$ cat src/rtl/bcd_pkg.sv
// Shared types and sizing constants for the binary-to-BCD conversion controller.
package bcd_pkg;

   typedef enum logic [1:0] {
      ST_IDLE  = 2'd0,
      ST_SHIFT = 2'd1,
      ST_DONE  = 2'd2
   } bcd_state_e;

   localparam int BCD_IN_W_DEF   = 12;
   localparam int BCD_DIGITS_DEF = 4;

   // Iteration counter must hold 0..IN_W-1; sized from the operand width.
   function automatic int bcd_cnt_w(input int in_w);
      return $clog2(in_w + 1);
   endfunction

   localparam int BCD_CNT_W = bcd_cnt_w(BCD_IN_W_DEF);

endpackage

$ cat src/rtl/bcd_dabble_step.sv
// One double-dabble iteration: add 3 to every digit >= 5, then shift {digits,binary} left by one.
module bcd_dabble_step
   import bcd_pkg::*;
#(
   parameter int IN_W   = BCD_IN_W_DEF,
   parameter int DIGITS = BCD_DIGITS_DEF
) (
   input  logic [4*DIGITS-1:0] bcd,
   input  logic [IN_W-1:0]     bin,
   output logic [4*DIGITS-1:0] bcd_nxt,
   output logic [IN_W-1:0]     bin_nxt
);

   logic [4*DIGITS-1:0] adj;
   logic                unused_carry;

   always_comb begin
      adj = bcd;
      for (int i = 0; i < DIGITS; i++) begin
         if (bcd[4*i +: 4] >= 4'd5) begin
            adj[4*i +: 4] = bcd[4*i +: 4] + 4'd3;
         end
      end
   end

   // The top digit's carry-out cannot be set when DIGITS covers the operand range.
   assign unused_carry = adj[4*DIGITS-1];
   assign bcd_nxt      = {adj[4*DIGITS-2:0], bin[IN_W-1]};
   assign bin_nxt      = {bin[IN_W-2:0], 1'b0};

endmodule

$ cat src/rtl/bcd_conv_ctrl.sv
// Sequential binary-to-BCD converter (one double-dabble step per clock) with valid/ack handshake.
// Define BCD_BLANK_EN to build the leading-zero blanking flags; otherwise digit_blank is tied to 0.
//
// state    | meaning
// ST_IDLE  | ready=1, waiting for valid to capture mult_result
// ST_SHIFT | running IN_W dabble iterations on the working registers
// ST_DONE  | BCD_valid=1, result held until BCD_ack
module bcd_conv_ctrl
   import bcd_pkg::*;
#(
   parameter int IN_W   = BCD_IN_W_DEF,
   parameter int DIGITS = BCD_DIGITS_DEF
) (
   input  logic                clk,
   input  logic                rst_n,
   input  logic [IN_W-1:0]     mult_result,
   input  logic                valid,
   output logic                ready,
   output logic [4*DIGITS-1:0] BCD_code,
   output logic                BCD_valid,
   input  logic                BCD_ack,
   output logic [DIGITS-1:0]   digit_blank
);

   localparam int                CNT_W     = bcd_cnt_w(IN_W);
   localparam logic [CNT_W-1:0]  LAST_ITER = CNT_W'(IN_W - 1);
   localparam logic [63:0]       DEC_SPAN  = 64'(10) ** DIGITS;
   localparam logic [63:0]       BIN_MAX   = (64'(1) << IN_W) - 64'(1);

   if (DEC_SPAN <= BIN_MAX) begin : g_range_check
      $error("bcd_conv_ctrl: DIGITS too small to hold 2**IN_W-1");
   end

   bcd_state_e          state;
   logic [IN_W-1:0]     work_bin;
   logic [4*DIGITS-1:0] work_bcd;
   logic [CNT_W-1:0]    cnt;
   logic [IN_W-1:0]     bin_nxt;
   logic [4*DIGITS-1:0] bcd_nxt;
   logic                load_res;

   bcd_dabble_step #(
      .IN_W   (IN_W),
      .DIGITS (DIGITS)
   ) u_step (
      .bcd     (work_bcd),
      .bin     (work_bin),
      .bcd_nxt (bcd_nxt),
      .bin_nxt (bin_nxt)
   );

   // The edge that completes the last iteration publishes the step output directly.
   assign load_res = (state == ST_SHIFT) && (cnt == LAST_ITER);

   always_ff @(posedge clk or negedge rst_n) begin
      if (!rst_n) begin
         state     <= ST_IDLE;
         ready     <= 1'b1;
         BCD_valid <= 1'b0;
         BCD_code  <= '0;
         work_bin  <= '0;
         work_bcd  <= '0;
         cnt       <= '0;
      end else begin
         unique case (state)
            ST_IDLE: begin
               if (valid) begin
                  work_bin <= mult_result;
                  work_bcd <= '0;
                  cnt      <= '0;
                  ready    <= 1'b0;
                  state    <= ST_SHIFT;
               end
            end
            ST_SHIFT: begin
               work_bin <= bin_nxt;
               work_bcd <= bcd_nxt;
               cnt      <= cnt + 1'b1;
               if (load_res) begin
                  BCD_code  <= bcd_nxt;
                  BCD_valid <= 1'b1;
                  state     <= ST_DONE;
               end
            end
            ST_DONE: begin
               if (BCD_ack) begin
                  BCD_valid <= 1'b0;
                  ready     <= 1'b1;
                  state     <= ST_IDLE;
               end
            end
            default: begin
               state <= ST_IDLE;
               ready <= 1'b1;
            end
         endcase
      end
   end

`ifdef BCD_BLANK_EN
   logic [DIGITS-1:0] blank_nxt;
   logic              zero_above;

   // Digit 0 is never blanked so a zero result still shows one digit.
   always_comb begin
      blank_nxt  = '0;
      zero_above = 1'b1;
      for (int i = DIGITS - 1; i >= 1; i--) begin
         zero_above   = zero_above && (bcd_nxt[4*i +: 4] == 4'd0);
         blank_nxt[i] = zero_above;
      end
   end

   always_ff @(posedge clk or negedge rst_n) begin
      if (!rst_n) begin
         digit_blank <= '0;
      end else if (load_res) begin
         digit_blank <= blank_nxt;
      end
   end
`else
   assign digit_blank = '0;
`endif

endmodule

$ cat config.mk
export PLATFORM = sky130hd
export DESIGN_NAME = bcd_conv_ctrl
export DESIGN_NICKNAME = d
export VERILOG_FILES = /design/src/rtl/bcd_pkg.sv /design/src/rtl/bcd_dabble_step.sv /design/src/rtl/bcd_conv_ctrl.sv
export SDC_FILE = /design/constraint.sdc
export NUM_CORES = 1
export LEC_CHECK = 0
export ABC_AREA = 1
export CAP_MARGIN = 5
export CORE_AREA = 2 2 83 85
export CTS_CLUSTER_DIAMETER = 60
export DETAILED_ROUTE_END_ITERATION = 7
export DIE_AREA = 0 0 85 87
export PLACE_DENSITY = 0.63
export SLEW_MARGIN = 20
export SYNTH_ARGS = -nofsm -noshare
export SYNTH_HDL_FRONTEND = slang
export SYNTH_HIERARCHICAL = 1
export SYNTH_SLANG_ARGS = --single-unit
$ cat constraint.sdc
create_clock -name clk -period 1.6 [get_ports clk]
set_input_delay 0.16 -clock clk [delete_from_list [all_inputs] [get_ports clk]]
set_output_delay 0.16 -clock clk [all_outputs]
set_load 0.02 [all_outputs]
# Word-level counts from Yosys, hierarchy flattened
# Cells that the tools add are included.
# word_totals
ff_bits,52
inputBits,16
output_inout_bits,22
word_cells,52
# classes
n_addsub,5
magnitude_cmp,4
eq_ne,6
n_mux,20
n_bitwise,1
reduce_logical,9
# ops
op,n
$pmux 16 s2,1
$pmux 12 s2,1
$ge 4x3->1 const B,4
$mux 16,1
$mux 4,4
$add 4x2->4 const B,3
$mux 12,1
$reduce_and 3->1,3
$pmux 4 s2,1
$mux 2,3
$ne 2x2->1 const B,3
$pmux 2 s3,1
$add 4x1->4 const B,1
$eq 4x4->1 const B,1
$mux 1,4
$reduce_and 2->1,2
$reduce_bool 2->1,2
$add 3x2->3 const B,1
$mux 3,1
$pmux 1 s3,1
$eq 2x1->1 const B,1
$eq 2x2->1 const B,1
$logic_not 2->1,1
$pmux 1 s2,1
other kinds (2),2

# Logic depth before layout (Yosys ltp)
# Gate-level depths: netlist (run 1).
# depth
word_depth,4
depth_mapped,9
mapped_depth_nobuf,9

# Hierarchy
# Netlist (run 1), hierarchy kept.
# modules_own_cells
module,instances,cells_each,area_each_um2,seq_area_each_um2
bcd_conv_ctrl,1,270,2306.0,1302.5
bcd_dabble_step,1,98,570.5,0.0

# Worst setup path before layout (run 1)
# No wires, ideal clock.
# synth_path
path_type,reg-to-reg
start,register cnt[0]
end,register BCD_code[0]
t_arrival_ps,1122
required_ps,1477
slack_ps,355
path_stages_with_launch,6
path_buffers,1
period_less_slack_ps,1245
cell_sequence,dfrtp_1 -> ha_1 -> nand3_4 -> clkbuf_1 -> o21ai_0 -> nand2_1
# synth_via
elab_chain_len,3
# synth_lines
element,line,source
"start, declared",bcd_conv_ctrl.sv:37,logic [CNT_W-1:0] cnt;
"start signal, assigned",bcd_conv_ctrl.sv:78,cnt <= cnt + 1'b1;
$eq 4x4->1,bcd_conv_ctrl.sv:53,assign load_res = (state == ST_SHIFT) && (cnt == LAST_ITER);
$logic_and 1x1->1,bcd_conv_ctrl.sv:53,
$reduce_and 2->1 (no source line),-,
"end signal, assigned",bcd_conv_ctrl.sv:80,BCD_code <= bcd_nxt;
"end, declared",bcd_conv_ctrl.sv:19,"output logic [4*DIGITS-1:0] BCD_code,"
# Every way passes these cells.
# A chain may end at the register's enable or synchronous reset.

# Final worst setup path (run 1)
# layout_path
start,register BCD_code[8]
end,output BCD_code[8]
# No word-level cell between the ends.

==> impl_metrics.ini, run 1 <==
[outcome]
status = completed

[pwr]
switching_share = 0.4542
total_power_uw = 6323
p_sw_uw = 2872
power_density_nw_per_um2 = 1925
power_frac_clock = 0.129
leakage_uw = 0.001691
internal_power_uw = 3451
peakVddDrop_mv = 0.9459
pwr-share-comb = 0.493
pwr-share-seq = 0.378

[setup_path]
crit_required_ns = 1.44
end_kind = output port
crit_buf_inv = 1
r2r_start = cnt[0]
crit_chain = clkdlybuf4s50_1
crit_start = BCD_code[8]
worstSetupPathType = flip-flop to output port
start_kind = flip-flop
worst_path_dominant_cell_family = buffers and inverters
crit_path_max_incr_delay_ns = 0.62
worst_path_max_delay_cell = clkdlybuf4s50_1
cp.arrival_ns = 1.33
worst-path-max-fanout = 2

[sta]
rsz0062_at_grt = no
finClkSkew_ns = 0.01525
period_share = 0.9283
setup_violations = 0
fmax_mhz = 673.2
fin_crit_ns = 1.485
hold_viol = 0
fin_tns_setup_ns = 0
slew_violations = 0

[grt]
grt_pass1_vias = 2236
grt_pass1_wl_mm = 10.36
grt_use_total = 0.1749
antenna_found_initial = 0
grt_max_degree = 53
grt_overflow = 0

[place]
place.gp.congestion = 0.7905
dp_hpwl_mm = 3.979
io_buffers = 33

[die]
fp-row-count = 30
io_pins = 38
coreArea_um2 = 6569
die_area_um2 = 7395
start_util = 0.4379
die_h_um = 87
fp.dieW_um = 85

[layout]
n_antenna_cell = 0
final_layout_size_suffix_gt1_frac = 0.09974
layout_commonest_cell = nand2_1
fillers = 645
final_cell_mix = 130 x nand2_1, 51 x dfrtp_1, 51 x nand3_1
num-nets-final = 415
syn_to_final_growth_pct = 14.18

[clock_network]
cts_tree = done
postCtsSetupRepairBufs = 0
clkSinkCount = 52
clk_path_buf_depth = 2
clk_pin_slew_ns = 0.11
cts_buffers = 5
h-tree-depth = 2
insertion_delay_ns = 0.32
clockRootBuffer = clkbuf_8

[routing]
wirelength_mm = 6.056
ant_nets = 0
viasPerCell = 4.938
post-route-drc-count = 0
dr.pass1.iters = 4
wl_per_cell_um = 12.86
num_vias = 2326
first_iter_violations = 140

[yosys]
syn_area_um2 = 2877
ys_ff_latch = 52
synthDistinctLibCells = 27
ys_seq_area_frac = 0.4528
ys_warn_count = 6
synth_cells = 368
syn_avg_cell_area_um2 = 7.817

[flow_run]
drv_cap = 0

[hold_path]
min_path_type = primary input to async pin
==> timing repair <==
| action | CTS | global route |
|---|---|---|
| endpoints found under the hold margin | 51 | 0 |
| hold buffers | 1 | 0 |
| setup endpoints to repair | 1 | 0 |
| resized for setup | 1 | 0 |
==> routing by layer <==
layer  GRT usage  wire length [µm]  vias up
li1            -                 -     1183
met4     0.05051                65        0
met1      0.2313              3018     1088
met2      0.2955              2764       48
met5           0                 0        -
met3     0.03128               208        7
==> cell type report <==
| class | instances | area, µm² | share of cell area |
|---|---|---|---|
| Tap cell | 80 | 100.1 | 0.03048 |
| Clock buffer | 5 | 68.82 | 0.02095 |
| Multi-Input combinational cell | 254 | 1249 | 0.3802 |
| Clock inverter | 3 | 26.28 | 0.008000 |
| Sequential cell | 52 | 1303 | 0.3966 |
| Timing Repair Buffer | 42 | 406.6 | 0.1238 |
| Inverter | 35 | 131.4 | 0.04000 |
==> cells by family after synthesis <==
kind of cell / synth area share
flip-flops: 0.4528
adder cells (fa/ha/maj): 0.03915
AND/OR/NAND/NOR: 0.3149
AO/OA/AOI/OAI: 0.07351
buffers and inverters: 0.1170
other: 0.002611
==> worst reg2reg max path, delay by kind of cell (launching register included) <==
family / cells / cell delay (ns)
simple gates: 4 / 0.74
flops: 1 / 0.43
fa+ha+maj: 1 / 0.25
==> power groups by stage <==
stage	Combinational, µW	Sequential [µW]	Clock (µW)
CTS	3150	2390	849
global route	3560	2470	884
floorplan	2260	2520	0
finish	3120	2390	814
global placement	3070	2400	0
detailed placement	3150	2400	0
==> metrics by stage <==
step	instance area, µm²	hold WS [ns]	cells	setup slack [ns]	utilization
after floorplan	2888	-0.1356	371	0.3549	-
after global placement	3181	0.1831	462	0.1590	0.4842
after detailed placement	3181	0.1797	462	0.1551	0.4842
after CTS	3284	0.3557	471	0.09858	0.5000
after global routing	3284	0.3730	471	0.02897	0.5000
final	3284	0.3506	471	0.1146	0.5000
==> synth_stat cells <==
library cell,instances,share of area
inv_2,6,0.0078
o21ai_0,25,0.043
o21ai_2,3,0.0091
buf_2,8,0.014
conb_1,2,0.0026
buf_4,20,0.052
o21ai_1,2,0.0035
nand3_4,1,0.0061
a21oi_1,5,0.0087
dfstp_2,1,0.0091
nor2_4,4,0.016
or2_2,1,0.0022
clkbuf_1,1,0.0013
nand2_1,130,0.17
nand3b_1,1,0.0026
a21oi_2,2,0.0061
nand4_1,2,0.0043
o21bai_1,1,0.0026
buf_6,1,0.0039
inv_1,29,0.038
nand2_2,2,0.0043
nor2_8,1,0.0070
nor2_1,8,0.010
dfrtp_1,51,0.44
ha_1,9,0.039
nand2_4,1,0.0039
nand3_1,51,0.089
==> flip-flops by register name (all words and copies together) (netlist names) <==
name / flops
work_bcd: 16
state: 2
work_bin: 12
BCD_code: 16
BCD_valid: 1
ready: 1
cnt: 4
==> worst paths after layout <==
kind                                     end  slack (ns)  cells past startpoint
worst min register to register         ready        0.48                      2
worst min-delay path            BCD_code[13]        0.35                      3
worst max register to register   BCD_code[0]        0.13                      5
max in group asynchronous              ready        0.94                      3
min in group clk                 work_bin[5]        0.38                      3
worst max-delay path             BCD_code[8]        0.11                      1
Note: power is estimated with default switching activity, not from simulation.
==> run 2: changes to the inputs <==
--- a/config.mk
+++ b/config.mk
@@ -8,6 +8,7 @@
 export ABC_AREA = 1
 export CAP_MARGIN = 5
 export CORE_AREA = 2 2 83 85
+export CTS_BUF_LIST = sky130_fd_sc_hd__clkbuf_16
 export CTS_CLUSTER_DIAMETER = 60
 export DETAILED_ROUTE_END_ITERATION = 7
 export DIE_AREA = 0 0 85 87
==> impl_metrics.ini, run 2 (synthesis gave the netlist of run 1 again) <==
[clock_network]
h-tree-depth = 2
clk_pin_slew_ns = 0.07
clkSinkCount = 52
insertion_delay_ns = 0.29
cts_tree = done
clockRootBuffer = clkbuf_16
clk_path_buf_depth = 2
cts_buffers = 5

[grt]
grt_use_met1 = 0.2325
top_usage_layer = met2
grt_use_total = 0.1747
antenna_found_initial = 0
use_met3 = 0.03697
grt_max_degree = 53
grt_overflow = 0
grt_pass1_wl_mm = 10.36
gr-usage-met2 = 0.2947
grt_pass1_vias = 2230

[routing]
num_vias = 2332
wirelength_mm = 6.028
viasPerCell = 4.951
first_iter_violations = 143
dr.pass1.iters = 6
ant_nets = 0
wl_per_cell_um = 12.80
post-route-drc-count = 0

[setup_path]
r2r_start = cnt[0]
crit_required_ns = 1.83
rrSetupSlack_ns = 0.14
reg2reg_to = BCD_code[15]
reg2regPathDepth = 5
start_kind = flip-flop
end_kind = flip-flop
cp.arrival_ns = 1.69
worstSetupPathType = flip-flop to flip-flop
worst-path-max-fanout = 18

[layout]
layout_commonest_cell = nand2_1
reg.largest.list = BCD_code (16), work_bcd (16), work_bin (12)
n_antenna_cell = 0
final_cell_mix = 130 x nand2_1, 51 x dfrtp_1, 51 x nand3_1
syn_to_final_growth_pct = 16.27
num-nets-final = 415
fillers = 635
final_layout_size_suffix_gt1_frac = 0.09974

[die]
coreArea_um2 = 6569
fp.dieW_um = 85
die_h_um = 87
die_area_um2 = 7395
start_util = 0.4379
fp-row-count = 30
io_pins = 38

[place]
dp_worst_setup_slack_ns = 0.1551
dp_hpwl_mm = 3.979
io_buffers = 33
place.gp.congestion = 0.7905

[outcome]
status = completed

[sta]
period_share = 0.9098
fmax_mhz = 686.9
hold_viol = 0
finClkSkew_ns = 0.007891
fin_tns_setup_ns = 0
setup_violations = 0
fin_ws_ns = 0.1443
slew_violations = 0
fin_crit_ns = 1.456
rsz0062_at_grt = no

[hold_path]
min_path_type = primary input to async pin

[pwr]
power_frac_clock = 0.168
pwr-share-seq = 0.361
pwr-share-comb = 0.471
internal_power_uw = 3732
peakVddDrop_mv = 1.107
leakage_uw = 0.001729
p_sw_uw = 2883
switching_share = 0.4359
power_density_nw_per_um2 = 1978

[flow_run]
drv_cap = 0
run 2: worst max path at each step:
| stage | startpoint | cells past startpoint | slack, ns | end |
|---|---|---|---|---|
| global placement | cnt[0] | 5 | 0.16 | BCD_code[10] |
| CTS | ready | 1 | 0.007 | ready |
| global route | cnt[0] | 5 | 0.03 | BCD_code[12] |
| finish | cnt[0] | 5 | 0.14 | BCD_code[15] |
| detailed placement | cnt[0] | 5 | 0.16 | BCD_code[4] |
| floorplan | cnt[0] | 5 | 0.35 | BCD_code[0] |
run 2: final cells by class:
type / instances / area, µm² / area share
clock buffers: 5 / 125.1 / 0.03741
clock inverters: 3 / 26.28 / 0.007856
inverters: 35 / 131.4 / 0.03928
multi-input cells: 254 / 1249 / 0.3734
flip-flops and latches: 52 / 1303 / 0.3895
well taps: 80 / 100.1 / 0.02993
repair buffers: 42 / 410.4 / 0.1227
run 2: timing repair:
item                                    CTS  global route
buffers inserted                          0             0
hold buffers                              1             0
endpoints found under the setup margin    0             1
hold endpoints to repair                 51             0
resized for setup                         0             1
run 2: worst max-delay path: stages (launching register included):
cell and delay (ns):
dfrtp_1 0.42, ha_1 0.25, nand3_4 0.24, nor2_8 0.32, nand2_1 0.09, nand2_1 0.08
run 2: per-layer routing:
layer	up-vias	wire (µm)
met3	7	234
li1	1185	-
met5	-	0
met1	1092	2978
met2	48	2766
met4	0	49
run 2: per-stage QoR:
step	power, µW	area, µm²	utilization	hold slack (ns)	cells
2_1_floorplan	4778	2888	-	-0.1356	371
3_3_place_gp	5474	3181	0.4842	0.1831	462
3_5_place_dp	5553	3181	0.4842	0.1797	462
4_1_cts	6699	3342	0.5088	0.3985	471
5_1_grt	7239	3344	0.5091	0.4175	471
6_report	6615	3344	0.5091	0.3833	471
run 2: power by group through the flow:
stage	Combinational [µW]	Sequential (µW)	Clock, µW
final	3110	2390	1110
after global routing	3570	2480	1190
after CTS	3160	2390	1150
after detailed placement	3150	2400	0
after global placement	3070	2400	0
after floorplan	2260	2520	0
